[src/rtl/score_display_mux.sv]
// score_display_mux: time-multiplexed three-digit seven-segment driver.
// Scans ones -> tens -> hundreds, SCAN_DIV cycles per digit. The BCD inputs
// are snapshotted once per scan frame so a digit can never tear mid-frame.
// Codes 10..15 are shown as a dash. While isGameComplete is high the whole
// display blinks with a half-period of BLINK_FRAMES frames.
// Optional feature macro: SCORE_DISP_LZB_EN enables leading-zero blanking
// of the hundreds and tens digits. Without it all three digits are driven.
module score_display_mux #(
  parameter int SCAN_DIV     = 1000,
  parameter int BLINK_FRAMES = 64
) (
  input  logic       clk,
  input  logic       nRst,
  input  logic [3:0] bcd_ones,
  input  logic [3:0] bcd_tens,
  input  logic [3:0] bcd_hundreds,
  input  logic       isGameComplete,
  output logic [6:0] seg,
  output logic [2:0] digit_en,
  output logic       frame_start
);

  localparam int CW = (SCAN_DIV > 1) ? $clog2(SCAN_DIV) : 1;
  localparam int BW = (BLINK_FRAMES > 1) ? $clog2(BLINK_FRAMES) : 1;
  localparam logic [CW-1:0] CNT_LAST  = CW'(SCAN_DIV - 1);
  localparam logic [BW-1:0] BCNT_LAST = BW'(BLINK_FRAMES - 1);
  localparam logic [1:0]    IDX_LAST  = 2'd2;

  // Seven-segment pattern {g,f,e,d,c,b,a}; anything that is not BCD shows a dash.
  function automatic logic [6:0] seg_decode(input logic [3:0] code);
    logic [6:0] pat;
    case (code)
      4'd0:    pat = 7'h3F;
      4'd1:    pat = 7'h06;
      4'd2:    pat = 7'h5B;
      4'd3:    pat = 7'h4F;
      4'd4:    pat = 7'h66;
      4'd5:    pat = 7'h6D;
      4'd6:    pat = 7'h7D;
      4'd7:    pat = 7'h07;
      4'd8:    pat = 7'h7F;
      4'd9:    pat = 7'h6F;
      default: pat = 7'h40;
    endcase
    return pat;
  endfunction

  // Current state
  logic [CW-1:0] cnt;
  logic [1:0]    idx;
  logic          run;
  logic [3:0]    snap_o, snap_t, snap_h;
  logic [BW-1:0] bcnt;
  logic          bph;

  // Next-state and next-output values (stage p0)
  logic          frame_go;
  logic          cnt_wrap;
  logic [CW-1:0] cnt_p0;
  logic [1:0]    idx_p0;
  logic [3:0]    snap_o_p0, snap_t_p0, snap_h_p0;
  logic [BW-1:0] bcnt_p0;
  logic          bph_p0;
  logic [3:0]    code_p0;
  logic [2:0]    onehot_p0;
  logic          blank_p0;
  logic [6:0]    seg_p0;
  logic [2:0]    digit_en_p0;

  // Registered outputs (stage p1)
  logic [6:0]    seg_p1;
  logic [2:0]    digit_en_p1;
  logic          frame_start_p1;

  // Scan position: the first edge after reset is itself a frame start at slot 0.
  always_comb begin
    cnt_wrap = (cnt == CNT_LAST);
    frame_go = !run || (cnt_wrap && (idx == IDX_LAST));
    cnt_p0   = cnt;
    idx_p0   = idx;
    if (!run) begin
      cnt_p0 = '0;
      idx_p0 = 2'd0;
    end else if (cnt_wrap) begin
      cnt_p0 = '0;
      idx_p0 = (idx == IDX_LAST) ? 2'd0 : idx + 2'd1;
    end else begin
      cnt_p0 = cnt + 1'b1;
    end
  end

  // Snapshot of the score, refreshed only at frame start.
  always_comb begin
    snap_o_p0 = snap_o;
    snap_t_p0 = snap_t;
    snap_h_p0 = snap_h;
    if (frame_go) begin
      snap_o_p0 = bcd_ones;
      snap_t_p0 = bcd_tens;
      snap_h_p0 = bcd_hundreds;
    end
  end

  // Blink phase: counts frames while the game is complete; dropping the flag
  // returns to the visible phase on the very next edge.
  always_comb begin
    bcnt_p0 = bcnt;
    bph_p0  = bph;
    if (!isGameComplete) begin
      bcnt_p0 = '0;
      bph_p0  = 1'b1;
    end else if (frame_go) begin
      if (bcnt == BCNT_LAST) begin
        bcnt_p0 = '0;
        bph_p0  = ~bph;
      end else begin
        bcnt_p0 = bcnt + 1'b1;
      end
    end
  end

  // Slot selection, blanking and decode for the slot that becomes active.
  always_comb begin
    code_p0   = snap_o_p0;
    onehot_p0 = 3'b001;
    blank_p0  = 1'b0;
    case (idx_p0)
      2'd1: begin
        code_p0   = snap_t_p0;
        onehot_p0 = 3'b010;
`ifdef SCORE_DISP_LZB_EN
        blank_p0  = (snap_h_p0 == 4'd0) && (snap_t_p0 == 4'd0);
`endif
      end
      2'd2: begin
        code_p0   = snap_h_p0;
        onehot_p0 = 3'b100;
`ifdef SCORE_DISP_LZB_EN
        blank_p0  = (snap_h_p0 == 4'd0);
`endif
      end
      default: begin
        code_p0   = snap_o_p0;
        onehot_p0 = 3'b001;
      end
    endcase
    if (bph_p0 && !blank_p0) begin
      seg_p0      = seg_decode(code_p0);
      digit_en_p0 = onehot_p0;
    end else begin
      seg_p0      = 7'h00;
      digit_en_p0 = 3'b000;
    end
  end

  // State registers; the async reset restarts the scan from a frame start.
  always_ff @(posedge clk or negedge nRst) begin
    if (!nRst) begin
      cnt    <= '0;
      idx    <= 2'd0;
      run    <= 1'b0;
      snap_o <= 4'd0;
      snap_t <= 4'd0;
      snap_h <= 4'd0;
      bcnt   <= '0;
      bph    <= 1'b1;
    end else begin
      cnt    <= cnt_p0;
      idx    <= idx_p0;
      run    <= 1'b1;
      snap_o <= snap_o_p0;
      snap_t <= snap_t_p0;
      snap_h <= snap_h_p0;
      bcnt   <= bcnt_p0;
      bph    <= bph_p0;
    end
  end

  // ---- p0 -> p1: output registers, glitch-free toward the display pins ----
  // Output registers cleared immediately by reset.
  always_ff @(posedge clk or negedge nRst) begin
    if (!nRst) begin
      seg_p1         <= 7'h00;
      digit_en_p1    <= 3'b000;
      frame_start_p1 <= 1'b0;
    end else begin
      seg_p1         <= seg_p0;
      digit_en_p1    <= digit_en_p0;
      frame_start_p1 <= frame_go;
    end
  end

  assign seg         = seg_p1;
  assign digit_en    = digit_en_p1;
  assign frame_start = frame_start_p1;

endmodule

[config.mk]
export PLATFORM = sky130hd
export DESIGN_NAME = score_display_mux
export DESIGN_NICKNAME = d
export VERILOG_FILES = /design/src/rtl/score_display_mux.sv
export SDC_FILE = /design/constraint.sdc
export NUM_CORES = 1
export LEC_CHECK = 0
export BUFFER_PORTS_ARGS = -buffer_cell sky130_fd_sc_hd__buf_2
export CAP_MARGIN = 25
export CORE_MARGIN = 2
export CORE_UTILIZATION = 60
export DETAILED_ROUTE_END_ITERATION = 6
export GPL_TIMING_DRIVEN = 1
export PLACE_DENSITY = 0.92
export SETUP_SLACK_MARGIN = 0.1
export SYNTH_ARGS = -nofsm -noshare
export SYNTH_HDL_FRONTEND = slang
export SYNTH_SLANG_ARGS = --single-unit
[constraint.sdc]
create_clock -name clk -period 6.65 [get_ports clk]
set_input_delay 1.33 -clock clk [delete_from_list [all_inputs] [get_ports clk]]
set_output_delay 1.33 -clock clk [all_outputs]
set_load 0.02 [all_outputs]
# [Word-level counts from Yosys, hierarchy flattened]
# Memories as Yosys holds them, arrays and structs flattened.
# Index checks and enable logic that the tools add are counted.
[totals] memories=1 inputBits=15 ff_bits=43 word_cells=43 mem_bits_ro=112
[classes] n_bitwise=1 muxes=18 addsub=3 reduce_logical=3 eq_ne=6
[memory_table] name="(name not given)" words=16 word_bits=7 rd=1 rd_ports_with_merged_regs=0 wr=0 line="32" text="case (code)"
[op_table] op="2-to-1 mux 10 bit" count=2
[op_table] op="2-to-1 mux 6 bit" count=3
[op_table] op="2-to-1 mux 4 bit" count=3
[op_table] op="adder 10 x 1 -> 10 bit, second input constant" count=1
[op_table] op="== test 10 bit, second input constant" count=1
[op_table] op="case mux 4 bit (2 select lines)" count=1
[op_table] op="2-to-1 mux 7 bit" count=1
[op_table] op="adder 6 x 1 -> 6 bit, second input constant" count=1
[op_table] op="== test 6 bit, second input constant" count=1
[op_table] op="2-to-1 mux 2 bit" count=3
[op_table] op="case mux 3 bit (2 select lines)" count=1
[op_table] op="== test 2 bit, second input constant" count=2
[op_table] op="2-to-1 mux 1 bit" count=3
[op_table] op="2-to-1 mux 3 bit" count=1
[op_table] op="adder 2 x 1 -> 2 bit, second input constant" count=1
[op_table] op="== test 2 x 1 -> 1 bit, second input constant" count=1
[op_table] op="inequality test 2 x 1 -> 1 bit, second input constant" count=1
[op_table] op="logical AND 1 bit" count=1
[op_table] op="zero test 1 bit" count=1
[op_table] op="logical OR 1 bit" count=1
[op_table] op="NOT 1 bit" count=1

# [Depth between registers and ports, before layout]
# Gate-level depths: netlist of run 1.
# An unclocked memory read counts as a cell.
[logic_depth] depth_word=8 depth_mapped=14 ltp_nobuf=14

# [Worst setup path before layout of run 1]
# No wires, ideal clock.
[synth_path] path_type="register to register" from="reg cnt[0]" to="reg seg_p1[3], in the netlist seg[3]" arrival_ns=3.054 required_time_ns=6.576 stages_incl_launch_ff=14 slack_ns=3.522 period_less_slack_ns=3.128 path_cell_list="dfrtp_1 -> ha_1 -> nand4b_1 -> nor3_1 -> mux2_2 -> nand2_1 -> inv_1 -> ha_1 -> a221o_1 -> o21ai_1 -> inv_1 -> ha_1 -> mux2_4 -> o21ai_2"
[synth_between] elab_chain_len=7 elab_cells_between_ends=15 classes_between="eq/ne: 3; mux: 9; reduce/logical: 2; memory: 1"
[synth_rtl] element="start, declared" line="49" text="logic [CW-1:0] cnt;"
[synth_rtl] element="start signal, assigned" line="168" text="cnt <= cnt_p0;"
[synth_rtl] element="== test 10 bit (*)" line="77" text="cnt_wrap = (cnt == CNT_LAST);"
[synth_rtl] element="2-to-1 mux 2 bit (*)" line="84" text="end else if (cnt_wrap) begin"
[synth_rtl] element="2-to-1 mux 2 bit (*)" line="81" text="if (!run) begin"
[synth_rtl] element="named net idx_p0[0]" line="60" text="logic [1:0] idx_p0;"
[synth_rtl] element="== test 2 bit / == test 2 x 1 -> 1 bit (equally long branches)" line="127" text="case (idx_p0)"
[synth_rtl] element="case mux 4 bit (2 select lines) (*)" line="127"
[synth_rtl] element="memory (16 x 7 bit) (*)"
[synth_rtl] element="2-to-1 mux 7 bit (*)" line="147" text="if (bph_p0 && !blank_p0) begin"
[synth_rtl] element="named net seg_p0[3]" line="67" text="logic [6:0] seg_p0;"
[synth_rtl] element="end signal, assigned" line="187" text="seg_p1 <= seg_p0;"
[synth_rtl] element="end, declared" line="71" text="logic [6:0] seg_p1;"
# The timed path passes the listed nets; every way through them passes the cells marked *.
# A chain may end at the register's enable or synchronous reset.

# [Final worst setup path of run 1]
[layout_path] from="reg cnt[0]" to="reg seg_p1[5], in the netlist seg[5]"
[layout_between] elab_chain_len=7 elab_cells_between_ends=15 classes_between="eq/ne: 3; mux: 9; reduce/logical: 2; memory: 1"
[layout_rtl] element="== test 10 bit" line="77"
[layout_rtl] element="logical AND 1 bit" line="78" text="frame_go = !run || (cnt_wrap && (idx == IDX_LAST));"
[layout_rtl] element="logical OR 1 bit" line="78"
[layout_rtl] element="2-to-1 mux 4 bit" line="97" text="if (frame_go) begin"
[layout_rtl] element="named net snap_t_p0[1]" line="61" text="logic [3:0] snap_o_p0, snap_t_p0, snap_h_p0;"
[layout_rtl] element="case mux 4 bit (2 select lines)" line="127"
[layout_rtl] element="memory (16 x 7 bit)"
[layout_rtl] element="2-to-1 mux 7 bit" line="147"
[layout_rtl] element="named net seg_p0[5]" line="67"
# The timed path passes the listed nets, and every way through them passes these cells.

==> results of run 1 <==
[worst paths after layout]
kind,startpoint,end,cells after the start
setup / recovery,cnt[0],seg[5],11
hold / removal,snap_t[1],snap_t[1],1
setup reg to reg,cnt[0],seg[5],11
hold reg to reg,snap_t[1],snap_t[1],1
max in group asynchronous,nRst,seg[1],1
min in group asynchronous,nRst,cnt[4],1
[where the power goes]
group,total (mW),switching (mW),internal [mW]
Clock,0.202,0.0855,0.117
Combinational,0.0741,0.0436,0.0305
Sequential,0.285,0.00652,0.279
Total,0.562,0.136,0.426
[sequential cells by signal (all words and copies together) (netlist names)]
name         flops
seg              7
snap_o           4
snap_h           4
bph              1
run              1
idx              2
snap_t           4
frame_start      1
bcnt             6
cnt             10
digit_en         3
[Yosys cell counts]
cell / n / share of area [%]
nand3_2: 1 / 0.49
a211oi_1: 1 / 0.37
o21a_1: 2 / 0.73
mux2_4: 1 / 0.73
inv_1: 6 / 1.1
nor2b_1: 3 / 0.92
or2_1: 1 / 0.31
and2_1: 8 / 2.4
xor2_1: 8 / 3.4
nand4_1: 2 / 0.61
nor2_1: 13 / 2.4
or2_2: 1 / 0.31
o21ai_2: 2 / 0.86
o21bai_1: 1 / 0.37
o21ai_1: 3 / 0.73
nor3_1: 3 / 0.73
o41ai_4: 1 / 1.3
o21ai_0: 5 / 1.2
dfrtp_1: 42 / 51
a22oi_1: 2 / 0.73
a221o_1: 1 / 0.49
nand2b_1: 5 / 1.5
nand3_1: 5 / 1.2
a21boi_0: 1 / 0.37
ha_1: 9 / 5.5
a221oi_2: 1 / 0.73
o31a_1: 1 / 0.43
dfstp_2: 1 / 1.3
buf_4: 2 / 0.73
clkbuf_1: 1 / 0.18
nand4b_1: 1 / 0.43
conb_1: 1 / 0.18
mux2_2: 12 / 6.6
mux2i_1: 2 / 0.98
nand2_1: 14 / 2.6
buf_2: 1 / 0.24
xnor2_1: 4 / 1.7
and3_1: 5 / 1.5
a21oi_1: 4 / 0.98
mux2_1: 2 / 1.1
[critical path: stages, from the launching register on]
cell and delay [ns]:
dfrtp_1 0.41, ha_1 0.21, nand4b_1 0.18, o41ai_4 0.73, mux2_1 0.40, a221o_1 0.36, o21ai_1 0.31, inv_1 0.15
ha_1 0.21, nor3_1 0.29, a21oi_1 0.08, o21ai_1 0.15
[cell type report]
class                           instances  area (um^2)
Inverter                                6        22.52
Tap cell                               46        57.56
Timing Repair Buffer                   26        132.6
Clock buffer                            5        37.54
Clock inverter                          3        67.56
Sequential cell                        43         1077
Multi-Input combinational cell        126        922.1
Fill cell                             266        993.5
[cell families after synthesis]
logic type	Yosys count	synth area share (%)
AO/OA/AOI/OAI	25	9.358
XOR/XNOR	12	5.138
other	1	0.1833
flip-flops	43	52.66
AND/OR/NAND/NOR	62	15.47
buffers and inverters	10	2.262
adder cells (fa/ha/maj)	9	5.505
multiplexers	17	9.419
[routing by layer]
layer	up-vias	routed length, um	share of wire (%)	GRT usage (%)
li1	668	-	-	-
met1	637	1579	47	26.49
met2	27	1528	46	31.93
met3	7	143	4.3	4.685
met4	0	75	2.3	10.83
met5	-	0	0	0
[through the flow]
stage          hold WS (ns)  cells  setup WS [ns]
6_report             0.5016    255          3.096
2_1_floorplan        0.4552    179          3.522
3_5_place_dp         0.4793    247          3.095
4_1_cts              0.5091    255          3.093
5_1_grt              0.5351    255          2.723
3_3_place_gp         0.4657    247          3.241
==> flow_summary.ini, run 1 <==
[timing]
final.setup.tns_ns = 0
finalHoldViolCount = 0
fmax_ghz = 0.2814
setup_viol = 0
report.final.slew_viol_count = 0
fin_skew_ns = 0.004322
worst_slew_pin_slew_ns = 0.9233
period_needed_ns = 3.554
min_period_over_period_pct = 53.44
max-slew-margin-rel_pct = 38.45
rsz0062_at_grt = no

[floorplanning]
ios = 26
fp.dieW_um = 62.39
initial_core_util_pct = 61.79
die-area_um2 = 3893
row_count = 21
core_area_um2 = 3311
die_h_um = 62.39

[route]
vias = 1339
drc = 0
wl_um = 3326
drt_iter0_drc = 114
routed_via_density = 5.251
avgRoutedWirePerCell_um = 13.04
dr.pass1.iters = 4
ant_nets = 0

[synthesis]
yosysSeqAreaShare_pct = 52.66
post_synth.cell_area_avg_um2 = 11.43
synth_cells = 179
yosysWarnings = 0
synth.distinct_cells = 40
syn_nets = 203
syn-cell-area_um2 = 2046
ys_ff_latch = 43

[clock_tree]
insertion_delay_ns = 0.37
cts_hold_buf = 0
cts_resized = 0
cts_buffer_depth = 2
numCtsBuffers = 5
tritoncts = done
path_clk_slew_ns = 0.12
post_cts_buffers = 0
htree_num_levels = 2
clockRootBuffer = clkbuf_4
clock_sinks = 43

[global_routing]
grt_max_degree = 44
first_global_vias = 1400
antenna_found_initial = 0
grt_usage_pct = 20.31
grt_overflow = 0
grt_pass1_wl_um = 6072

[placement]
place_congestion = 0.8312
placed_cell_area_um2 = 2212
place.port_buffers = 25
dp_hpwl_um = 2378

[critical_path]
crit_path_start_kind = flip-flop
arrival_ns = 3.85
critical_path_class = flip-flop to flip-flop
crit_path_max_fanout = 11
cp.required_ns = 6.95
r2r_slack_ns = 3.10
end_kind = flip-flop

[cells_and_area]
syn_to_final_growth_pct = 13.27
layout_commonest_cell = dfrtp_1
drive_gt1_share_pct = 25.84
diodes = 0
final_core_util_pct = 69.99
fin_nets = 232
fin_area_um2 = 2317
layout_common_cells = dfrtp_1 (42), buf_2 (25), nand2_1 (14)

[flow_run]
max-cap-violations = 0

[status]
status = finished clean

[pwr]
vdd_drop_max_uv = 162.1
p_leak_nw = 1.109
p_per_area_nw_per_um2 = 242.3
power.total_uw = 561.5

[hold_path]
hp-class = flip-flop to flip-flop
No activity file was read; power rests on OpenSTA's default activity.
==> run 2, diff against run 1 <==
- ABC_AREA: not set -> 1
- CORE_UTILIZATION: 60 -> 52
- PLACE_DENSITY: 0.92 -> 0.85
- clock period: 6.65 -> 3.1 ns (I/O delays scaled with it)
==> run 2 against run 1 <==
Net effect: maximum frequency rose by 31%; critical endpoint is now seg[3]; largest power group unchanged; routed wire length rose by 34%; design area rose by 14%; register-to-register slack got worse by 2.7 ns; highest routed layer unchanged; clock skew rose by 0.0057 ns; critical path depth rose by 5; sequential cell count did not move; core utilization fell by 9.1 points; sequential share of layout area fell by 5.8 points; synthesized cell count rose by 51%.
==> flow_summary.ini, run 2 <==
[status]
status = finished clean

[global_routing]
first_global_vias = 1804
grt_pass1_wl_um = 7672
grt_overflow = 0
antenna_found_initial = 0
grt_usage_pct = 19.64
grt_max_degree = 44

[clock_tree]
numCtsBuffers = 5
tritoncts = done
path_clk_slew_ns = 0.08
htree_num_levels = 2
clockRootBuffer = clkbuf_8
clock_sinks = 43
cts_buffer_depth = 2
insertion_delay_ns = 0.31

[placement]
place_congestion = 0.8577
place_inst = 346
place.port_buffers = 25
dp_hpwl_um = 3233

[synthesis]
yosysSeqAreaShare_pct = 45.94
syn-cell-area_um2 = 2345
synth_top_area_share_pct = 44.82
synth_most_common_cell = nand2_1
synthArstFlopShare_pct = 100.0
synthFlopType = dfrtp_1
yosysWarnings = 0
yosys-top-cells-area = dfrtp_1 (45%), nand2_1 (8.2%), inv_1 (7.0%)
syn_nets = 295
synth_cells = 271
yosysTopAreaCell = dfrtp_1
post_synth.cell_area_avg_um2 = 8.652
synth_edf_count = 0
ys_ff_latch = 43
synth.distinct_cells = 33
ys_top_cells_by_count = nand2_1 (51), inv_1 (44), dfrtp_1 (42)

[floorplanning]
core_area_um2 = 4354
initial_core_util_pct = 53.85
fp.dieW_um = 71.15
row_count = 24
die_h_um = 71.15
die-area_um2 = 5062
ios = 26

[pwr]
swShare_pct = 29.99
vdd_drop_max_uv = 374.8
p_comb_share_pct = 18.5
pwr-share-clk_pct = 29.7
p_sw_uw = 358.4
power.total_mw = 1.195
p_leak_nw = 1.357
p_seq_share_pct = 51.8
p_int_uw = 836.7
p_per_area_nw_per_um2 = 451.0

[route]
routed_via_density = 4.969
vias = 1779
drc = 0
wl_um = 4446
dr.pass1.iters = 4
drt_iter0_drc = 91
ant_nets = 0
avgRoutedWirePerCell_um = 12.42

[timing]
fin_skew_ns = 0.009989
finalHoldViolCount = 0
whs_ns = 0.2056
period_needed_ns = 2.718
rsz0062_at_grt = no
report.final.slew_viol_count = 0
min_period_over_period_pct = 87.67
fmax_ghz = 0.3679
setup_viol = 0
final.setup.tns_ns = 0

[cells_and_area]
layout_common_cells = nand2_1 (49), inv_1 (42), dfrtp_1 (42)
syn_to_final_growth_pct = 13.02
instances_no_fill = 358
top_register = cnt
largest_register_ffs = 10
layout_commonest_cell = nand2_1
final_core_util_pct = 60.86
diodes = 0
drive_gt1_share_pct = 26.80
fin_nets = 329

[critical_path]
arrival_ns = 2.97
end_kind = flip-flop
crit_path_max_incr_delay_ns = 0.41
crit_path_max_fanout = 6
cp_num_buf_inv = 4
crit_path_start_kind = flip-flop
crit_path_cell_trace = ha_1 -> nand2_2 -> inv_2 -> nand3_4 -> nor2_1 -> nor3_2 -> inv_1 -> ha_2 -> buf_4 -> nand2_1 -> nand2_2 -> inv_1 -> ha_1 -> nor2_2 -> nor2_1 -> nor2_2
crit_family = simple AND/OR/NAND/NOR gates
slowest_stage = dfrtp_1
critical_path_class = flip-flop to flip-flop
cp.required_ns = 3.36

[flow_run]
max-cap-violations = 0

[hold_path]
hp-class = input port to asynchronous set/reset pin
-- run 2: cell types whose count changed after synthesis, sizes merged, moves of 4 or more --
cell	delta
nor3	+5
xor2	-7
nor2	+21
nand2b	-5
nand2	+52
nand3	+19
and3	-4
mux2	-15
inv	+40
-- run 2: kinds of logic (layout without fill, tap and decap cells) --
logic type	after synthesis	after routing	synth area share, %
other	1	1	0.1599
adders and majority gates	9	9	4.803
AOI/OAI and AO/OA	22	22	6.243
and+or+nand+nor	144	144	32.98
xor gates and xnor gates	2	2	0.7472
buffers and inverters	50	85	9.125
DFF	43	43	45.94
-- run 2: power groups by stage --
stage          combinational (mW)  clock (mW)  sequential (mW)
5_1_grt                     0.248       0.386            0.623
6_report                    0.222       0.355            0.619
3_3_place_gp                0.208           0            0.628
3_5_place_dp                0.214           0            0.630
2_1_floorplan               0.130           0            0.652
4_1_cts                     0.215       0.361            0.619
-- run 2: per-stage QoR --
step	worst slack, ns	instance area (um^2)
2_1_floorplan	0.3409	2345
3_3_place_gp	0.3519	2509
3_5_place_dp	0.1992	2509
4_1_cts	0.1754	2592
5_1_grt	0.06937	2650
6_report	0.3822	2650
-- run 2: path summary, 6_finish.rpt --
| kind | start | end | slack, ns | cells past startpoint |
|---|---|---|---|---|
| worst max register to register | cnt[0] | seg[3] | 0.38 | 16 |
| min in group clk | snap_o[3] | snap_o[3] | 0.50 | 2 |
| max in group asynchronous | nRst | bph | 2.35 | 2 |
| worst min register to register | snap_o[3] | snap_o[3] | 0.50 | 2 |
| worst min-delay path | nRst | cnt[8] | 0.21 | 1 |
| worst max-delay path | cnt[0] | seg[3] | 0.38 | 16 |
-- run 2: final cells by class --
class | instances | area [um^2]
Clock buffer | 5 | 68.82
Clock inverter | 3 | 15.01
Fill cell | 350 | 1704
Inverter | 46 | 172.7
Multi-Input combinational cell | 178 | 1069
Sequential cell | 43 | 1077
Tap cell | 52 | 65.06
Timing Repair Buffer | 31 | 182.7
-- run 2: metal layers --
metal  share of wire (%)  global-route usage (%)
met2                  49                   32.20
met1                  45                   24.07
met4                 2.0                   7.966
met3                 3.8                   6.125
met5                   0                       0
-- run 2: what timing repair did --
item,4_1_cts,5_1_grt
hold buffers,0,0
hold endpoints to repair,0,0
buffers inserted,0,3
endpoints found under the setup margin,0,7
resized for setup,0,7
==> run 3, diff against run 2 <==
- CORE_ASPECT_RATIO: not set -> 0.8
==> run 3 against run 2 <==
Net effect: sequential power barely moved; largest power group unchanged; power rose by 7.5%; clock power rose by 25%; sequential share of layout area fell by 0.49 points; register-to-register slack got worse by 0.12 ns; critical path depth rose by 3; critical path type unchanged; die area barely moved; sequential cell count did not move.
==> flow_summary.ini, run 3 (synthesized netlist as in run 2, its figures left out) <==
[placement]
pre_cts_ws_ns = 0.1032
dp_hpwl_um = 3248
place.port_buffers = 25
place_congestion = 0.8171

[cells_and_area]
layout_commonest_cell = nand2_1
diodes = 0
largest_register_ffs = 10
top_register = cnt
fin_nets = 328
layout_common_cells = nand2_1 (49), inv_1 (42), dfrtp_1 (42)
syn_to_final_growth_pct = 14.41
nFillCells = 364
drive_gt1_share_pct = 26.56

[timing]
fmax_ghz = 0.3518
whs_ns = 0.2198
final.setup.tns_ns = 0
report.final.slew_viol_count = 0
period_needed_ns = 2.842
finalHoldViolCount = 0
min_period_over_period_pct = 91.68
fin_skew_ns = 0.008976
rsz0062_at_grt = no
setup_slack_ns = 0.2579
setup_viol = 0

[critical_path]
end_kind = flip-flop
crit_path_start_kind = flip-flop
critical_path_class = flip-flop to flip-flop
cp.required_ns = 3.28
crit_path_max_fanout = 6
arrival_ns = 3.03

[floorplanning]
initial_core_util_pct = 55.09
row_count = 21
core_area_um2 = 4257
ios = 26
fp.dieW_um = 79.08
die-area_um2 = 5066
die_h_um = 64.06

[pwr]
vdd_drop_max_uv = 294.6
p_per_area_nw_per_um2 = 478.9
p_leak_nw = 1.362
power.total_mw = 1.285

[route]
dr.pass1.iters = 4
avgRoutedWirePerCell_um = 12.10
vias = 1788
drt_iter0_drc = 121
drc = 0
routed_via_density = 4.939
wl_um = 4379
ant_nets = 0

[global_routing]
first_global_vias = 1699
grt_max_degree = 44
grt_usage_pct = 19.91
grt_pass1_wl_um = 7686
antenna_found_initial = 0
grt_overflow = 0

[hold_path]
hp-class = input port to asynchronous set/reset pin

[clock_tree]
cts_hold_buf = 0
tritoncts = done
path_clk_slew_ns = 0.08
clockRootBuffer = clkbuf_8
cts_buffer_depth = 2
htree_num_levels = 2
clock_sinks = 43
insertion_delay_ns = 0.29
numCtsBuffers = 5

[flow_run]
max-cap-violations = 0

[status]
status = finished clean
## run 3: cell count changes in the layout (fill, tap and decap cells not counted), sizes merged
| cell | change |
|---|---|
| bufinv | +1 |
| buf | -1 |
| clkinv | -2 |
| clkbuf | +1 |
## run 3: metal layers
| layer | global-route usage (%) | up-vias | wire length [um] |
|---|---|---|---|
| met5 | 0 | - | 0 |
| met4 | 6.466 | 0 | 52 |
| met3 | 5.932 | 4 | 168 |
| met2 | 29.98 | 35 | 2070 |
| met1 | 27.70 | 834 | 2088 |
| li1 | - | 915 | - |
## run 3: final cells by class
type                            count  area [um^2]  area share [%]
Clock buffer                        6        82.58           3.078
Tap cell                           57        71.32           2.659
Inverter                           46        172.7           6.437
Multi-Input combinational cell    178         1069           39.83
Timing Repair Buffer               30        175.2           6.530
Sequential cell                    43         1077           40.16
Clock inverter                      2        35.03           1.306
## run 3: path summary, 6_finish.rpt
check	cells after the start	slack (ns)	to	from
max in group asynchronous	2	2.42	snap_o[2]	nRst
hold reg to reg	2	0.49	snap_o[3]	snap_o[3]
min in group clk	2	0.49	snap_o[3]	snap_o[3]
hold / removal	1	0.22	snap_h[3]	nRst
setup reg to reg	19	0.26	seg[6]	cnt[0]
setup / recovery	19	0.26	seg[6]	cnt[0]
## run 3: critical path, stage by stage, from the launching register on
cell	delay, ns
dfrtp_1	0.43
ha_2	0.21
nand2_2	0.08
inv_2	0.10
nand3_4	0.12
inv_2	0.09
nor2_1	0.05
nor3_2	0.25
inv_1	0.08
ha_1	0.32
buf_4	0.18
o211ai_4	0.09
nand2_4	0.10
inv_1	0.09
ha_1	0.14
inv_1	0.04
nand3_1	0.07
nand2_1	0.07
nor2_1	0.16
nor2_1	0.06
## run 3: stage by stage
step,utilization (%),cells,cell area (um^2)
after floorplan,-,271,2345
after global placement,59.08,351,2515
after detailed placement,59.08,351,2515
after CTS,61.96,359,2638
after global routing,63.02,362,2683
final,63.02,362,2683
## run 3: power breakdown
group / total, mW / internal [mW] / switching [mW] / leakage [nW]
logic: 0.220 / 0.0796 / 0.141 / 0.764
registers: 0.619 / 0.602 / 0.0168 / 0.537
clock network: 0.445 / 0.261 / 0.185 / 0.0612
total: 1.28 / 0.943 / 0.342 / 1.36
## run 3: timing repair
item	in CTS	in global routing
pin swaps	0	1
setup endpoints to repair	1	5
gates resized for setup	1	6
buffers inserted	0	2
